--- config.mk ---
export PLATFORM = sky130hd
export DESIGN_NAME = seg_scan_mux
export DESIGN_NICKNAME = d
export VERILOG_FILES = /design/src/rtl/seg_pkg.sv /design/src/rtl/bcd_to_7seg.sv /design/src/rtl/seg_scan_mux.sv
export SDC_FILE = /design/constraint.sdc
export NUM_CORES = 1
export LEC_CHECK = 0
export BUFFER_PORTS_ARGS = -buffer_cell sky130_fd_sc_hd__buf_2
export CAP_MARGIN = 10
export CORE_UTILIZATION = 45
export CTS_CLUSTER_DIAMETER = 80
export CTS_CLUSTER_SIZE = 25
export DETAILED_ROUTE_END_ITERATION = 7
export GPL_ROUTABILITY_DRIVEN = 0
export PLACE_DENSITY = 0.67
export SLEW_MARGIN = 40
export SYNTH_ARGS = -nofsm -noshare
export SYNTH_HDL_FRONTEND = slang
export SYNTH_SLANG_ARGS = --single-unit
--- constraint.sdc ---
create_clock -name clk -period 2.2 [get_ports clk]
set_input_delay 0.33 -clock clk [delete_from_list [all_inputs] [get_ports clk]]
set_output_delay 0.33 -clock clk [all_outputs]
set_load 0.02 [all_outputs]
--- src/rtl/seg_pkg.sv ---
// seg_pkg: shared constants, glyph table and helpers for the seven-segment scanner
package seg_pkg;
  localparam logic [6:0] SEG_OFF = 7'h7F;
  localparam logic [6:0] GLYPH [16] = '{
    7'h40, 7'h79, 7'h24, 7'h30, 7'h19, 7'h12, 7'h02, 7'h78,
    7'h00, 7'h10, 7'h08, 7'h03, 7'h46, 7'h21, 7'h06, 7'h0E
  };
  typedef enum logic {BLANK, DRIVE} state_t;
  function automatic int idx_w(input int n);
    return (n > 1) ? $clog2(n) : 1;
  endfunction
endpackage

--- src/rtl/bcd_to_7seg.sv ---
// bcd_to_7seg: hex digit to active-low {g,f,e,d,c,b,a} segment pattern
module bcd_to_7seg
  import seg_pkg::*;
(
  input  logic [3:0] d,
  output logic [6:0] seg
);
  assign seg = GLYPH[d];
endmodule

--- src/rtl/seg_scan_mux.sv ---
// seg_scan_mux: time-multiplexed common-anode display driver with snapshot, LZ blanking and dead time
module seg_scan_mux
  import seg_pkg::*;
#(
  parameter int NUM_DIGITS  = 4,
  parameter int REFRESH_DIV = 50000,
  parameter int DEAD_CYCLES = 16
) (
  input  logic                    clk,
  input  logic                    rst,
  input  logic [4*NUM_DIGITS-1:0] digits_in,
  input  logic [NUM_DIGITS-1:0]   dp_in,
  input  logic                    blank_lz,
  output logic [6:0]              seg_n,
  output logic                    dp_n,
  output logic [NUM_DIGITS-1:0]   an_n,
  output logic                    frame_start
);
  localparam int IW = idx_w(NUM_DIGITS);
  localparam int CW = idx_w(REFRESH_DIV);
  logic [CW-1:0] cnt;
  logic [IW-1:0] idx;
  state_t state;
  logic [4*NUM_DIGITS-1:0] sh_digits;
  logic [NUM_DIGITS-1:0] sh_dp;
  logic sh_lz;
  logic [NUM_DIGITS-1:0] lz_mask;
  logic lead;
  logic slot_end;
  logic frame_first;
  logic lit;
  logic [6:0] glyph;
  assign slot_end    = cnt == CW'(REFRESH_DIV - 1);
  assign frame_first = (cnt == '0) && (idx == IW'(NUM_DIGITS - 1));
  assign lit         = (state == DRIVE) && !lz_mask[idx];
  bcd_to_7seg u_dec (
    .d   (sh_digits[4*idx +: 4]),
    .seg (glyph)
  );
  // a digit is a leading zero when it and every higher digit of the snapshot are zero
  always_comb begin
    lz_mask = '0;
    lead = sh_lz;
    for (int i = NUM_DIGITS - 1; i > 0; i--) begin
      lead = lead && (sh_digits[4*i +: 4] == 4'd0);
      lz_mask[i] = lead;
    end
  end
  // slot/digit counters, dead-time FSM and per-frame snapshot
  always_ff @(posedge clk or negedge rst) begin
    if (!rst) begin
      cnt         <= '0;
      idx         <= IW'(NUM_DIGITS - 1);
      state       <= BLANK;
      frame_start <= 1'b0;
      sh_digits   <= '0;
      sh_dp       <= '0;
      sh_lz       <= 1'b0;
    end else begin
      cnt         <= slot_end ? '0 : cnt + 1'b1;
      idx         <= !slot_end ? idx : (idx == '0) ? IW'(NUM_DIGITS - 1) : idx - 1'b1;
      state       <= slot_end ? BLANK : (cnt == CW'(DEAD_CYCLES - 1)) ? DRIVE : state;
      frame_start <= frame_first;
      sh_digits   <= frame_first ? digits_in : sh_digits;
      sh_dp       <= frame_first ? dp_in : sh_dp;
      sh_lz       <= frame_first ? blank_lz : sh_lz;
    end
  end
  // registered display outputs, all dark during dead time and for blanked digits
  always_ff @(posedge clk or negedge rst) begin
    if (!rst) begin
      seg_n <= SEG_OFF;
      dp_n  <= 1'b1;
      an_n  <= '1;
    end else begin
      seg_n <= lit ? glyph : SEG_OFF;
      dp_n  <= !(lit && sh_dp[idx]);
      an_n  <= lit ? ~(NUM_DIGITS'(1) << idx) : '1;
    end
  end
endmodule

==> results.toml, run 1 <==
[synth]
syn_nets = 268
ys_async_sr_fraction_pct = 100
avgSynthCellArea_um2 = 12.0
synth_edf_count = 0
synthesis.area_um2 = 2790
ys_seq_elements = 53
seq_area_frac_synth_pct = 48.1
synth_cells = 233
yosysWarnings = 0
ys.flop_type = "dfrtp_1"
synth.distinct_cells = 44

[timing]
holdWs_ns = 0.00681
setup_viol = 0
final-hold-violation-count = 0
maxSlewHeadroom_pct = 59.7
grt_setup_unrepaired = "yes"
period_share_pct = 96.2
finalMaxSlewViolations = 0
max_freq_mhz = 472
fin_crit_ns = 2.12
skew_ns = 0.00904
worst_pin_slew_ns = 0.604

[global_routing]
grt_overflow_total = 0
grt_pass1_wl_mm = 9.18
grt_pass1_vias = 1849
grt_max_degree = 29
track_usage_pct = 18.5
grt_antenna_before_repair = 0

[floorplan]
dieArea_um2 = 6520
ios = 36
initial_core_util_pct = 46.9
rows = 28
core-area_um2 = 5960
die_y_um = 80.8
die_w_um = 80.8

[pwr]
leakage_nw = 1.47
ir_drop_mv = 0.387
fin_total_pwr_w = 0.00171
p_per_area_nw_per_um2 = 526

[critical_path]
required_ns = 2.45
path_max_fanout = 4
critPathArrivalTime_ns = 2.37
timing.rr.start = "idx[0]"
path_class = "flop to flop"
crit_path_start = "idx[0]"
end_kind = "flop"
worstSetupStartpointType = "flop"

[route]
vias = 1963
ant_nets = 0
drtIter0Drc = 105
vias_per_cell = 5.61
drc = 0
wl_per_cell_um = 15.2
routed_wirelength_mm = 5.33
firstDrtPassIters = 4

[cells_and_area]
fin_nets = 309
final_common_cell = "dfrtp_1"
finalNonFillerCells = 350
area_growth_pct = 16.4
seq_area_um2 = 1340
fillers = 537
multi_input_area_um2 = 1390
diodes = 0
drive_above_1_share_pct = 38.2
final_design_area_no_fill_um2 = 3250
final_cell_mix = "39 x dfrtp_1, 35 x buf_2, 19 x mux2_2, 17 x nand3_1, 14 x dfstp_2"

[cts]
tritoncts = "yes"
numCtsBuffers = 5
htreeDepth = 2
hold_buffers = 0
insertion_delay_ns = 0.32
clock_sinks = 53
cts_root_buf = "clkbuf_8"
clockBufferDepth = 2
path_clk_slew_ns = 0.10

[outcome]
status = "finished, final reports clean"

[place]
post-dp-hpwl_mm = 3.82
post_dp_cell_area_um2 = 3080
io_buffers = 35
place_inst = 340

[run]
max_cap_viol_count = 0

[worst_hold_path]
hold_class = "input pin to async pin"
layout make-up:
type / count / share of cell area [%]
repair buffers: 44 / 8.24
multi-input cells: 161 / 42.7
clock buffers: 5 / 2.12
inverters: 9 / 1.19
clock inverters: 3 / 1.46
flip-flops and latches: 53 / 41.4
well taps: 75 / 2.89
per-stage QoR:
step | utilization (%) | TNS (ns) | setup slack (ns)
after floorplan | - | 0 | 0.0112
after global placement | 51.8 | 0 | 0.126
after detailed placement | 51.8 | 0 | 0.102
after CTS | 53.7 | 0 | 0.0737
after global routing | 54.5 | -0.0342 | -0.0155
final | 54.5 | 0 | 0.0827
worst max-delay path, stage by stage, from the launching register on:
cell      delay (ns)
dfstp_2         0.58
mux4_2          0.58
inv_2           0.15
ha_4            0.16
mux2i_1         0.07
a2111o_1        0.42
nand4b_1        0.10
routing by layer:
metal,global-route usage (%),vias to the layer above,routed length [um]
met5,0,-,0
met1,27.3,978,2720
met4,4.29,0,59
li1,-,930,-
met2,27.8,49,2300
met3,4.04,6,246
Yosys cell counts (2+ instances only):
cell / instances / area (um^2)
a21oi_1: 7 / 35.0
a31oi_1: 2 / 12.5
and3_1: 2 / 12.5
buf_6: 6 / 67.6
clkbuf_1: 3 / 11.3
dfrtp_1: 39 / 976
dfstp_2: 14 / 368
ha_1: 12 / 150
inv_1: 9 / 33.8
mux2_1: 4 / 45.0
mux2_2: 19 / 214
mux2_4: 3 / 45.0
mux2i_1: 9 / 90.1
mux4_2: 5 / 113
nand2_1: 11 / 41.3
nand3_1: 17 / 85.1
nand4_1: 3 / 18.8
nor2_1: 10 / 37.5
nor3_1: 6 / 30.0
nor3b_1: 2 / 15.0
nor4_1: 5 / 31.3
o211ai_1: 2 / 15.0
o21ai_0: 5 / 25.0
or3_1: 8 / 50.1
xnor2_1: 7 / 61.3
xor2_1: 5 / 43.8
cells by family (layout without fill, tap and decap cells):
kind of cell | count (synthesis) | in the layout | synth area share, %
buf+inv | 20 | 61 | 4.48
simple gates | 74 | 74 | 14.8
fa+ha+maj | 12 | 12 | 5.38
flops | 53 | 53 | 48.1
xor+xnor | 12 | 12 | 3.77
compound gates | 22 | 22 | 5.24
mux | 40 | 41 | 18.2
repair_timing:
action                                  4_1_cts  5_1_grt
buffers inserted                              0        1
gates resized for setup                       0        3
endpoints found under the setup margin        0        3
registers in the layout, indices dropped and copies added (netlist names):
signal / flops
sh_digits: 16
idx: 2
cnt: 16
sh_dp: 4
an_n: 4
seg_n: 7
state: 1
frame_start: 1
sh_lz: 1
dp_n: 1
final timing paths:
check / endpoint / depth (start not counted) / slack (ns)
max: seg_n[0] / 6 / 0.08
min: sh_digits[15] / 1 / 0.007
max reg2reg: seg_n[0] / 6 / 0.08
min reg2reg: sh_dp[0] / 1 / 0.50
max in group asynchronous: idx[1] / 2 / 1.55
min in group clk: sh_digits[5] / 2 / 0.22
where the power goes:
| part | total, W | internal [W] | switching (W) |
|---|---|---|---|
| combinational | 0.0000406 | 0.0000172 | 0.0000234 |
| clock | 0.000692 | 0.000348 | 0.000344 |
| sequential | 0.000975 | 0.000975 | 0 |
Note: power is estimated with default switching activity, not from simulation.
==> inputs of run 2 (changes only) <==
==> constraint.sdc (replaced) <==
create_clock -name clk -period 1.9 [get_ports clk]
set_input_delay 0.285 -clock clk [delete_from_list [all_inputs] [get_ports clk]]
set_output_delay 0.285 -clock clk [all_outputs]
set_load 0.02 [all_outputs]
==> results.toml, run 2 (synthesis gave the netlist of run 1 again) <==
[timing]
grt_setup_unrepaired = "yes"
maxSlewHeadroom_pct = 62.0
finalMaxSlewViolations = 0
fin_crit_ns = 2.14
worst_pin_slew_ns = 0.569
final-hold-violation-count = 0
period_share_pct = 112
max_freq_mhz = 468
skew_ns = 0.00554
setup_viol = 32
fin_ws_ns = -0.237

[cells_and_area]
seq_area_um2 = 1340
area_growth_pct = 29.4
fillers = 496
final_common_cell = "dfrtp_1"
reg.largest.list = "cnt x16, sh_digits x16, seg_n x7"
fin_util_pct = 60.7
multi_input_area_um2 = 1520
drive_above_1_share_pct = 49.2
final_cell_mix = "39 x dfrtp_1, 36 x buf_2, 31 x buf_4, 15 x nand3_1, 15 x mux2_2"
diodes = 0
fin_nets = 339

[critical_path]
critPathArrivalTime_ns = 2.38
end_kind = "flop"
worstSetupStartpointType = "flop"
path_max_fanout = 7
required_ns = 2.14
path_class = "flop to flop"

[route]
routed_wirelength_mm = 5.94
vias = 2052
drtIter0Drc = 75
firstDrtPassIters = 4
drc = 0
vias_per_cell = 5.40
wl_per_cell_um = 15.6
ant_nets = 0

[pwr]
fin_total_pwr_w = 0.00180
ir_drop_mv = 0.307
leakage_nw = 1.63
p_per_area_nw_per_um2 = 499

[run]
max_cap_viol_count = 0

[outcome]
failed_checks = "setup timing"
status = "finished, violations left"

[cts]
clockBufferDepth = 2
clock_sinks = 53
path_clk_slew_ns = 0.09
numCtsBuffers = 5
tritoncts = "yes"
cts_root_buf = "clkbuf_8"
insertion_delay_ns = 0.31
htreeDepth = 2

[floorplan]
rows = 28
initial_core_util_pct = 46.9
ios = 36
die_y_um = 80.8
core-area_um2 = 5960
dieArea_um2 = 6520
die_w_um = 80.8

[global_routing]
track_usage_pct = 19.4
grt_max_degree = 31
grt_pass1_wl_mm = 9.57
grt_overflow_total = 0
grt_pass1_vias = 1998
grt_antenna_before_repair = 0

[worst_hold_path]
hold_class = "input pin to flop"

[place]
io_buffers = 35
post-dp-hpwl_mm = 4.10
[run 2: layout make-up]
type	instances	share of cell area, %
Clock buffer	6	2.01
Clock inverter	2	0.416
Tap cell	75	2.60
Timing Repair Buffer	75	14.7
Multi-Input combinational cell	160	42.1
Sequential cell	53	37.2
Inverter	9	1.00
[run 2: where the power goes]
group / leakage [nW] / switching (W) / internal (W)
logic: 0.925 / 0.0000270 / 0.0000214
clock network: 0.0374 / 0.000366 / 0.000260
registers: 0.671 / 0 / 0.00113
[run 2: final timing paths]
check / slack (ns) / cells after the start / start / to
min in group asynchronous: 0.50 / 2 / rst / sh_digits[0]
hold / removal: 0.19 / 2 / digits_in[5] / sh_digits[5]
hold reg to reg: 0.51 / 1 / cnt[0] / cnt[0]
max in group asynchronous: 0.78 / 3 / rst / an_n[3]
setup / recovery: -0.24 / 6 / idx[0] / seg_n[0]
setup reg to reg: -0.24 / 6 / idx[0] / seg_n[0]
[run 2: worst max-delay path, cell delays in order (launching register included)]
cell and delay, ns:
dfstp_2 0.58, mux4_2 0.59, inv_4 0.12, ha_4 0.18, mux2i_2 0.09, a2111o_1 0.40
nand4b_1 0.11
[run 2: layer usage]
metal | track usage [%] | vias to the layer above | part of all wire [%]
met5 | 0 | - | 0
li1 | - | 980 | -
met3 | 4.16 | 8 | 5.3
met4 | 5.89 | 0 | 1.5
met1 | 25.9 | 1011 | 45
met2 | 31.9 | 53 | 48
[run 2: what timing repair did]
item                                    CTS  global route
hold buffers                              1             0
resized for setup                        10            24
endpoints found under the setup margin   42            42
pin swaps                                 4             3
endpoints found under the hold margin    21             0
buffers inserted                          2             3
cloned                                    0             2
[run 2: through the flow]
step | cells | TNS, ns | hold slack (ns) | instance area [um^2] | worst slack (ns)
floorplan | 233 | -1.24 | -0.0106 | 2840 | -0.262
global placement | 364 | -2.31 | 0.310 | 3300 | -0.133
detailed placement | 364 | -3.29 | 0.311 | 3300 | -0.168
CTS | 375 | -4.00 | 0.179 | 3460 | -0.192
global route | 380 | -4.96 | 0.186 | 3610 | -0.293
finish | 380 | -2.18 | 0.185 | 3610 | -0.237
==> inputs of run 3 (changes only) <==
--- a/config.mk
+++ b/config.mk
@@ -12,7 +12,7 @@
 export CTS_CLUSTER_SIZE = 25
 export DETAILED_ROUTE_END_ITERATION = 7
 export GPL_ROUTABILITY_DRIVEN = 0
-export PLACE_DENSITY = 0.67
+export HOLD_SLACK_MARGIN = 0.08
 export SLEW_MARGIN = 40
 export SYNTH_ARGS = -nofsm -noshare
 export SYNTH_HDL_FRONTEND = slang
==> constraint.sdc (replaced) <==
create_clock -name clk -period 2.3 [get_ports clk]
set_input_delay 0.345 -clock clk [delete_from_list [all_inputs] [get_ports clk]]
set_output_delay 0.345 -clock clk [all_outputs]
set_load 0.02 [all_outputs]
==> results.toml, run 3 (synthesis gave the netlist of run 1 again) <==
[timing]
skew_ns = 0.00858
fin_crit_ns = 2.18
max_freq_mhz = 459
finalMaxSlewViolations = 0
maxSlewHeadroom_pct = 58.3
grt_setup_unrepaired = "no"
setup_tns_ns = 0
worst_pin_slew_ns = 0.626
final-hold-violation-count = 0
holdWs_ns = 0.243
period_share_pct = 94.7
setup_viol = 0

[global_routing]
track_usage_pct = 18.8
grt_antenna_before_repair = 0
grt_overflow_total = 0
grt_pass1_wl_mm = 9.23
grt_max_degree = 28
grt_pass1_vias = 1875

[route]
drtIter0Drc = 96
drc = 0
firstDrtPassIters = 4
vias = 1872
vias_per_cell = 5.35
ant_nets = 0
routed_wirelength_mm = 5.32
wl_per_cell_um = 15.2

[place]
post_dp_cell_area_um2 = 3060
io_buffers = 35
post-dp-hpwl_mm = 3.96

[pwr]
p_seq_share_pct = 62.1
p_switching_w = 0.000335
clockPowerShare_pct = 35.2
p_sw_share_pct = 22.3
p_int_w = 0.00117
ir_drop_mv = 0.239
leakage_nw = 1.43
p_per_area_nw_per_um2 = 475
p_comb_share_pct = 2.7

[outcome]
status = "finished, final reports clean"

[critical_path]
timing.rr.start = "idx[0]"
worstSetupStartpointType = "flop"
path_max_fanout = 7
end_kind = "flop"
required_ns = 2.55
critPathArrivalTime_ns = 2.42
crit_path_start = "idx[0]"
path_class = "flop to flop"
rrSetupSlack_ns = 0.12

[floorplan]
die_y_um = 80.8
rows = 28
initial_core_util_pct = 46.9
core-area_um2 = 5960
ios = 36
dieArea_um2 = 6520
die_w_um = 80.8

[cts]
tritoncts = "yes"
htreeDepth = 2
clockBufferDepth = 2
cts_root_buf = "clkbuf_8"
clock_sinks = 53
insertion_delay_ns = 0.31
path_clk_slew_ns = 0.10
numCtsBuffers = 5

[cells_and_area]
drive_above_1_share_pct = 36.0
final_common_cell = "dfrtp_1"
diodes = 0
fin_nets = 309
fin_util_pct = 53.1
area_growth_pct = 13.3
final_cell_mix = "39 x dfrtp_1, 35 x buf_2, 19 x mux2_2, 17 x nand3_1, 14 x dfstp_2"
reg.largest.list = "cnt x16, sh_digits x16, seg_n x7"
final_design_area_no_fill_um2 = 3160

[worst_hold_path]
hold_path_startpoint = "digits_in[9]"
hold_class = "input pin to flop"

[run]
max_cap_viol_count = 0
[run 3: worst paths after layout]
check                               end  depth (start not counted)
max in group asynchronous        idx[1]                          3
hold reg to reg                sh_dp[0]                          1
setup reg to reg               seg_n[0]                          6
min in group asynchronous      sh_dp[0]                          2
hold / removal             sh_digits[9]                          2
setup / recovery               seg_n[0]                          6
[run 3: power groups by stage]
| stage | Combinational [W] | Clock (W) | Sequential, W |
|---|---|---|---|
| final | 0.0000400 | 0.000528 | 0.000932 |
| after floorplan | 0.000000308 | 0 | 0.000950 |
| after global placement | 0.0000402 | 0 | 0.000950 |
| after global routing | 0.0000466 | 0.000585 | 0.000933 |
| after CTS | 0.0000423 | 0.000543 | 0.000933 |
| after detailed placement | 0.0000408 | 0 | 0.000950 |
[run 3: timing repair]
item | 4_1_cts | 5_1_grt
hold buffers | 1 | 0
buffers inserted | 0 | 0
endpoints found under the hold margin | 25 | 0
endpoints found under the setup margin | 0 | 1
resized for setup | 0 | 1
[run 3: critical path, stage by stage (launching register included)]
cell	delay, ns
dfstp_2	0.59
mux4_2	0.56
inv_1	0.13
ha_2	0.24
mux2i_1	0.08
a2111o_1	0.41
nand4b_1	0.10
[run 3: stage by stage]
stage / total power, W / instances / worst slack (ns)
finish: 0.00150 / 350 / 0.122
global route: 0.00156 / 350 / 0.0330
CTS: 0.00152 / 350 / 0.0586
detailed placement: 0.000991 / 341 / 0.0865
global placement: 0.000990 / 341 / 0.177
floorplan: 0.000950 / 233 / 0.0166
[run 3: layout make-up]
class / count / area, um^2
clock buffer: 6 / 72.6
timing repair buffer: 45 / 278
multi-input combinational: 160 / 1330
fill: 552 / 2790
clock inverter: 2 / 15.0
tap: 75 / 93.8
sequential: 53 / 1340
inverter: 9 / 33.8
[run 3: metal layers]
| metal | up-vias | part of all wire, % | GRT usage (%) |
|---|---|---|---|
| met4 | 0 | 1.2 | 4.64 |
| met5 | - | 0 | 0 |
| met3 | 9 | 4.5 | 4.38 |
| met1 | 892 | 50 | 27.0 |
| li1 | 924 | - | - |
| met2 | 47 | 44 | 28.8 |
